$ cat config.mk
export PLATFORM = sky130hd
export DESIGN_NAME = shift_deser_rx
export DESIGN_NICKNAME = d
export VERILOG_FILES = /design/src/rtl/shift_deser_pkg.sv /design/src/rtl/deser_shift_reg.sv /design/src/rtl/shift_deser_rx.sv
export SDC_FILE = /design/constraint.sdc
export NUM_CORES = 1
export LEC_CHECK = 0
export ABC_AREA = 1
export ABC_CLOCK_PERIOD_IN_PS = 1140
export CORE_MARGIN = 1.5
export CORE_UTILIZATION = 48
export CTS_BUF_LIST = sky130_fd_sc_hd__clkbuf_8 sky130_fd_sc_hd__clkbuf_16
export CTS_CLUSTER_DIAMETER = 200
export DETAILED_ROUTE_END_ITERATION = 7
export DONT_BUFFER_PORTS = 1
export PLACE_DENSITY = 0.74
export SETUP_SLACK_MARGIN = 0.05
export SYNTH_ARGS = -nofsm -noshare
export SYNTH_HDL_FRONTEND = slang
export SYNTH_HIERARCHICAL = 1
export SYNTH_SLANG_ARGS = --single-unit
$ cat constraint.sdc
create_clock -name clk -period 1.14 [get_ports clk]
set_input_delay 0.171 -clock clk [delete_from_list [all_inputs] [get_ports clk]]
set_output_delay 0.171 -clock clk [all_outputs]
set_load 0.1 [all_outputs]
$ cat src/rtl/shift_deser_pkg.sv
// Shared types and framing constants for the framed serial receiver.
package shift_deser_pkg;

   typedef enum logic [1:0] {
      IDLE   = 2'd0,
      DATA   = 2'd1,
      PARITY = 2'd2,
      STOP   = 2'd3
   } state_t;

   localparam logic START_BIT = 1'b0;
   localparam logic STOP_BIT  = 1'b1;

endpackage : shift_deser_pkg

$ cat src/rtl/deser_shift_reg.sv
// Data shift register: one bit per enable, direction chosen by LSB_FIRST.
module deser_shift_reg #(
   parameter int unsigned DATA_W    = 8,
   parameter bit          LSB_FIRST = 1'b0
) (
   input  logic              clk,
   input  logic              clear,
   input  logic              shift_en,
   input  logic              serial_in,
   output logic [DATA_W-1:0] q
);

   // Shift toward LSB (first bit ends in q[0]) or toward MSB (first bit ends in q[DATA_W-1]).
   always_ff @(posedge clk) begin
      if (clear) begin
         q <= '0;
      end else if (shift_en) begin
         if (LSB_FIRST) begin
            q <= {serial_in, q[DATA_W-1:1]};
         end else begin
            q <= {q[DATA_W-2:0], serial_in};
         end
      end
   end

endmodule : deser_shift_reg

$ cat src/rtl/shift_deser_rx.sv
// Framed serial-to-parallel receiver with valid/ready output.
// Frame: start(0), DATA_W data bits, optional parity, stop(1); one bit per bit_tick.
// Optional parity stage is compiled in with macro SHIFT_DESER_PARITY_EN.
module shift_deser_rx
   import shift_deser_pkg::*;
#(
   parameter int unsigned DATA_W     = 8,
   parameter bit          LSB_FIRST  = 1'b0,
   parameter bit          PARITY_ODD = 1'b0
) (
   input  logic              clk,
   input  logic              reset,
   input  logic              serial_in,
   input  logic              bit_tick,
   output logic [DATA_W-1:0] out_data,
   output logic              out_valid,
   input  logic              out_ready,
   output logic              frame_err,
   output logic              parity_err,
   output logic              overrun,
   output logic              busy
);

   localparam int unsigned CNT_W = $clog2(DATA_W + 1);

   state_t             state;
   logic [CNT_W-1:0]   bit_cnt;
   logic [DATA_W-1:0]  shift_q;

   logic start_c;
   logic stop_tick_c;
   logic word_ok_c;
   logic last_data_c;

`ifdef SHIFT_DESER_PARITY_EN
   logic par_acc;
   logic par_bad;
`else
   logic unused_parity_odd;
   assign unused_parity_odd = PARITY_ODD;
`endif

   assign start_c     = bit_tick && (state == IDLE) && (serial_in == START_BIT);
   assign stop_tick_c = bit_tick && (state == STOP);
   assign last_data_c = (bit_cnt == CNT_W'(DATA_W - 1));
`ifdef SHIFT_DESER_PARITY_EN
   assign word_ok_c   = stop_tick_c && (serial_in == STOP_BIT) && !par_bad;
`else
   assign word_ok_c   = stop_tick_c && (serial_in == STOP_BIT);
`endif

   deser_shift_reg #(
      .DATA_W    (DATA_W),
      .LSB_FIRST (LSB_FIRST)
   ) u_shift (
      .clk       (clk),
      .clear     (reset || start_c),
      .shift_en  (bit_tick && (state == DATA)),
      .serial_in (serial_in),
      .q         (shift_q)
   );

   // Frame sequencer: advances only on bit_tick, busy tracks the next state.
   always_ff @(posedge clk) begin
      if (reset) begin
         state   <= IDLE;
         bit_cnt <= '0;
         busy    <= 1'b0;
`ifdef SHIFT_DESER_PARITY_EN
         par_acc <= 1'b0;
         par_bad <= 1'b0;
`endif
      end else if (bit_tick) begin
         case (state)
            IDLE: begin
               if (serial_in == START_BIT) begin
                  state   <= DATA;
                  bit_cnt <= '0;
                  busy    <= 1'b1;
`ifdef SHIFT_DESER_PARITY_EN
                  par_acc <= 1'b0;
                  par_bad <= 1'b0;
`endif
               end
            end
            DATA: begin
               bit_cnt <= bit_cnt + CNT_W'(1);
`ifdef SHIFT_DESER_PARITY_EN
               par_acc <= par_acc ^ serial_in;
               if (last_data_c) state <= PARITY;
`else
               if (last_data_c) state <= STOP;
`endif
            end
`ifdef SHIFT_DESER_PARITY_EN
            PARITY: begin
               par_bad <= (serial_in != (par_acc ^ PARITY_ODD));
               state   <= STOP;
            end
`endif
            STOP: begin
               state <= IDLE;
               busy  <= 1'b0;
            end
            default: begin
               state <= IDLE;
               busy  <= 1'b0;
            end
         endcase
      end
   end

   // Output word register, handshake and one-cycle status pulses.
   always_ff @(posedge clk) begin
      if (reset) begin
         out_data  <= '0;
         out_valid <= 1'b0;
         frame_err <= 1'b0;
         overrun   <= 1'b0;
`ifdef SHIFT_DESER_PARITY_EN
         parity_err <= 1'b0;
`endif
      end else begin
         frame_err <= stop_tick_c && (serial_in != STOP_BIT);
         overrun   <= 1'b0;
`ifdef SHIFT_DESER_PARITY_EN
         parity_err <= stop_tick_c && par_bad;
`endif
         if (word_ok_c) begin
            if (!out_valid || out_ready) begin
               out_data  <= shift_q;
               out_valid <= 1'b1;
            end else begin
               overrun <= 1'b1;
            end
         end else if (out_valid && out_ready) begin
            out_valid <= 1'b0;
         end
      end
   end

`ifndef SHIFT_DESER_PARITY_EN
   assign parity_err = 1'b0;
`endif

endmodule : shift_deser_rx

==> results_dict.tcl <==
set metrics [dict create \
    run_status "completed" \
    n_fill_cell 169 \
    final_layout_setup_total_negative_slack_ns 0 \
    power_density_nw_per_um2 1160 \
    synth_flop_cell "sky130_fd_sc_hd__dfxtp_1" \
    synth-edff-count 0 \
    layout_min_cycle_time_ns 1.11 \
    min_path_type "in2reg" \
    cts_buffers 3 \
    final-seq-area_sq_um 551 \
    dr_total_vias 1066 \
    insertion_delay_ns 0.27 \
    cp_cell_sequence "nand4_1 -> nor2_4 -> nor2_2 -> nor2_1" \
    tritoncts_clock_tree "yes" \
    gpl.final_weighted_congestion 0.755 \
    h-tree-depth 1 \
    postRouteAntennaNets 0 \
    yosys.cell_count.top_type "sky130_fd_sc_hd__nand2_1" \
    final-max-slew-violation-count 0 \
    syn_area_per_cell_sq_um 6.72 \
    ys_top_cells_by_area "sky130_fd_sc_hd__dfxtp_1 45%, sky130_fd_sc_hd__nand2_1 13%, sky130_fd_sc_hd__nor2_1 12%, sky130_fd_sc_hd__inv_1 8.2%, sky130_fd_sc_hd__nand3_1 6.1%" \
    ys_async_sr_fraction 0 \
    synth_largest_type_area_fraction 0.453 \
    initial_core_util 0.515 \
    globalRoute.totalOverflow 0 \
    syn2layout_area_growth_pct 37.4 \
    syn_nets 177 \
    drc_errors 0 \
    cp.required_ns 1.34 \
    path_max_fanout 8 \
    dr.first_iter.drc_count 25 \
    dpl_wire_length_um 1710 \
    share_of_synthesized_area_occupied_by_flip_flops_and_latches 0.453 \
    post_route_cells_drive_above_1_share 0.296 \
    rows 17 \
    fp.dieW_um 51.9 \
    coreArea_sq_um 2230 \
    critical_path.slowest_cell "sky130_fd_sc_hd__dfxtp_4" \
    clock_tree.root_cell "sky130_fd_sc_hd__clkbuf_8" \
    final_nets 196 \
    antenna_found_initial 0 \
    r2r-start "state[0]" \
    grt_setup_unrepaired "yes" \
    timing.hold.ws_ns 0.0752 \
    ys_seq_elements 26 \
    netlist_area_sq_um 1150 \
    clock_skew_ns 0.00950 \
    worstSetupStartpointType "flop" \
    cts.sink_count 26 \
    io-pin-count 18 \
    vdd_ir_drop_max_v 0.000902 \
    wire_length_of_the_first_global_routing_pass_um 3910 \
    globalRouteTotalUtil 0.197 \
    worst_ep_arrival_time_ns 1.31 \
    drtPass1Iterations 4 \
    ys_warn_count 6 \
    crit_path_start "state[0]" \
    critPathBufInv 0 \
    p_leak_uw 0.000630 \
    die_h_um 51.9 \
    hold_path_startpoint "bit_tick" \
    finalHoldViolations 0 \
    postRouteWirelength_um 2460 \
    synth_cells 171 \
    synthDominantAreaCellType "sky130_fd_sc_hd__dfxtp_1" \
    endpoint_kind "flop" \
    port_buffers 0 \
    multi_input_comb_area_sq_um 542 \
    criticalPathCategory "reg2reg" \
    period_share 0.976 \
    first_global_vias 948 \
    number_of_inserted_diodes 0 \
    final-setup-viol-count 0 \
    post_synth_num_cell_types 18 \
    maxClockFrequency_mhz 899 \
    yosys-top-cells-count "40 x sky130_fd_sc_hd__nand2_1, 37 x sky130_fd_sc_hd__nor2_1, 26 x sky130_fd_sc_hd__dfxtp_1" \
    clk_pin_slew_ns 0.09 \
    critical-path-max-stage-delay_ns 0.39 \
    full_die_area_sq_um 2700 \
    wl_per_cell_um 11.4 \
    max-clock-path-buffers 2 \
    critPathTopFamily "simple AND/OR/NAND/NOR gates" \
    maxCapViolCount 0 \
    grt_start_max_net_pins 20 \
    post_drt_via_cell_ratio 4.91 \
]
-- final timing paths --
path                                     end  slack [ns]  cells after the start
worst max-delay path             out_data[6]        0.03                      4
worst max register to register   out_data[6]        0.03                      4
worst min register to register  u_shift/q[7]        0.48                      2
worst min-delay path               frame_err        0.08                      2
-- per-stage QoR --
| step | cell area, sq um | cells | power, uW | setup slack, ns | util |
|---|---|---|---|---|---|
| 5_1_grt | 1580 | 217 | 1900 | -0.0452 | 0.708 |
| 3_3_place_gp | 1440 | 209 | 1210 | 0.0177 | 0.643 |
| 6_report | 1580 | 217 | 1830 | 0.0275 | 0.708 |
| 4_1_cts | 1520 | 215 | 1810 | 0.0190 | 0.680 |
| 3_5_place_dp | 1440 | 209 | 1220 | -0.0195 | 0.643 |
| 2_1_floorplan | 1200 | 171 | 1170 | 0.0484 | - |
-- state kept, by name, summed over array words and instances, names as in the netlist --
name	flops
overrun	1
u_shift/q	8
frame_err	1
state	2
busy	1
out_valid	1
bit_cnt	4
out_data	8
-- report_power, final --
group	leakage [uW]	internal, uW	switching, uW
clock network	0.0000288	309	287
registers	0.000219	930	28.3
logic	0.000382	101	174
-- worst reg2reg max path: cells and delay by family, from the launching register on --
kind	cells	cell delay (ns)
simple gates	4	0.64
flops	1	0.39
-- metal layers --
metal | wire length (um) | global-route usage
met4 | 49 | 0.114
met1 | 1040 | 0.218
met3 | 128 | 0.0460
met5 | 0 | 0
met2 | 1250 | 0.340
-- placed cells by master (no fill, tap or decap), drive strengths merged --
master       count
nand2           40
a21oi            8
nor3             2
dfxtp           26
dlygate4sd3      2
nand3           14
nand4            2
clkbuf           4
nor2            41
o21ai            3
conb             1
buf             18
ha               1
inv             27
-- kinds of logic (layout without fill, tap and decap cells) --
group | Yosys count | in the layout | share of synthesized area
buf+inv | 33 | 51 | 0.127
fa+ha+maj | 1 | 1 | 0.0109
simple gates | 99 | 99 | 0.358
other cells | 1 | 1 | 0.00326
compound gates | 11 | 11 | 0.0479
flops | 26 | 26 | 0.453
-- cell type report --
type | count | share of cell area
flip-flops and latches | 26 | 0.348
multi-input cells | 112 | 0.343
repair buffers | 20 | 0.188
inverters | 27 | 0.0641
clock buffers | 4 | 0.0348
well taps | 28 | 0.0222
-- timing repair --
item	4_1_cts	5_1_grt
hold endpoints to repair	7	0
pin swaps	2	12
hold buffers	2	0
gates resized for setup	4	18
endpoints found under the setup margin	19	24
buffers inserted	0	2
cloned	0	0
(Power assumes the default switching activity.)
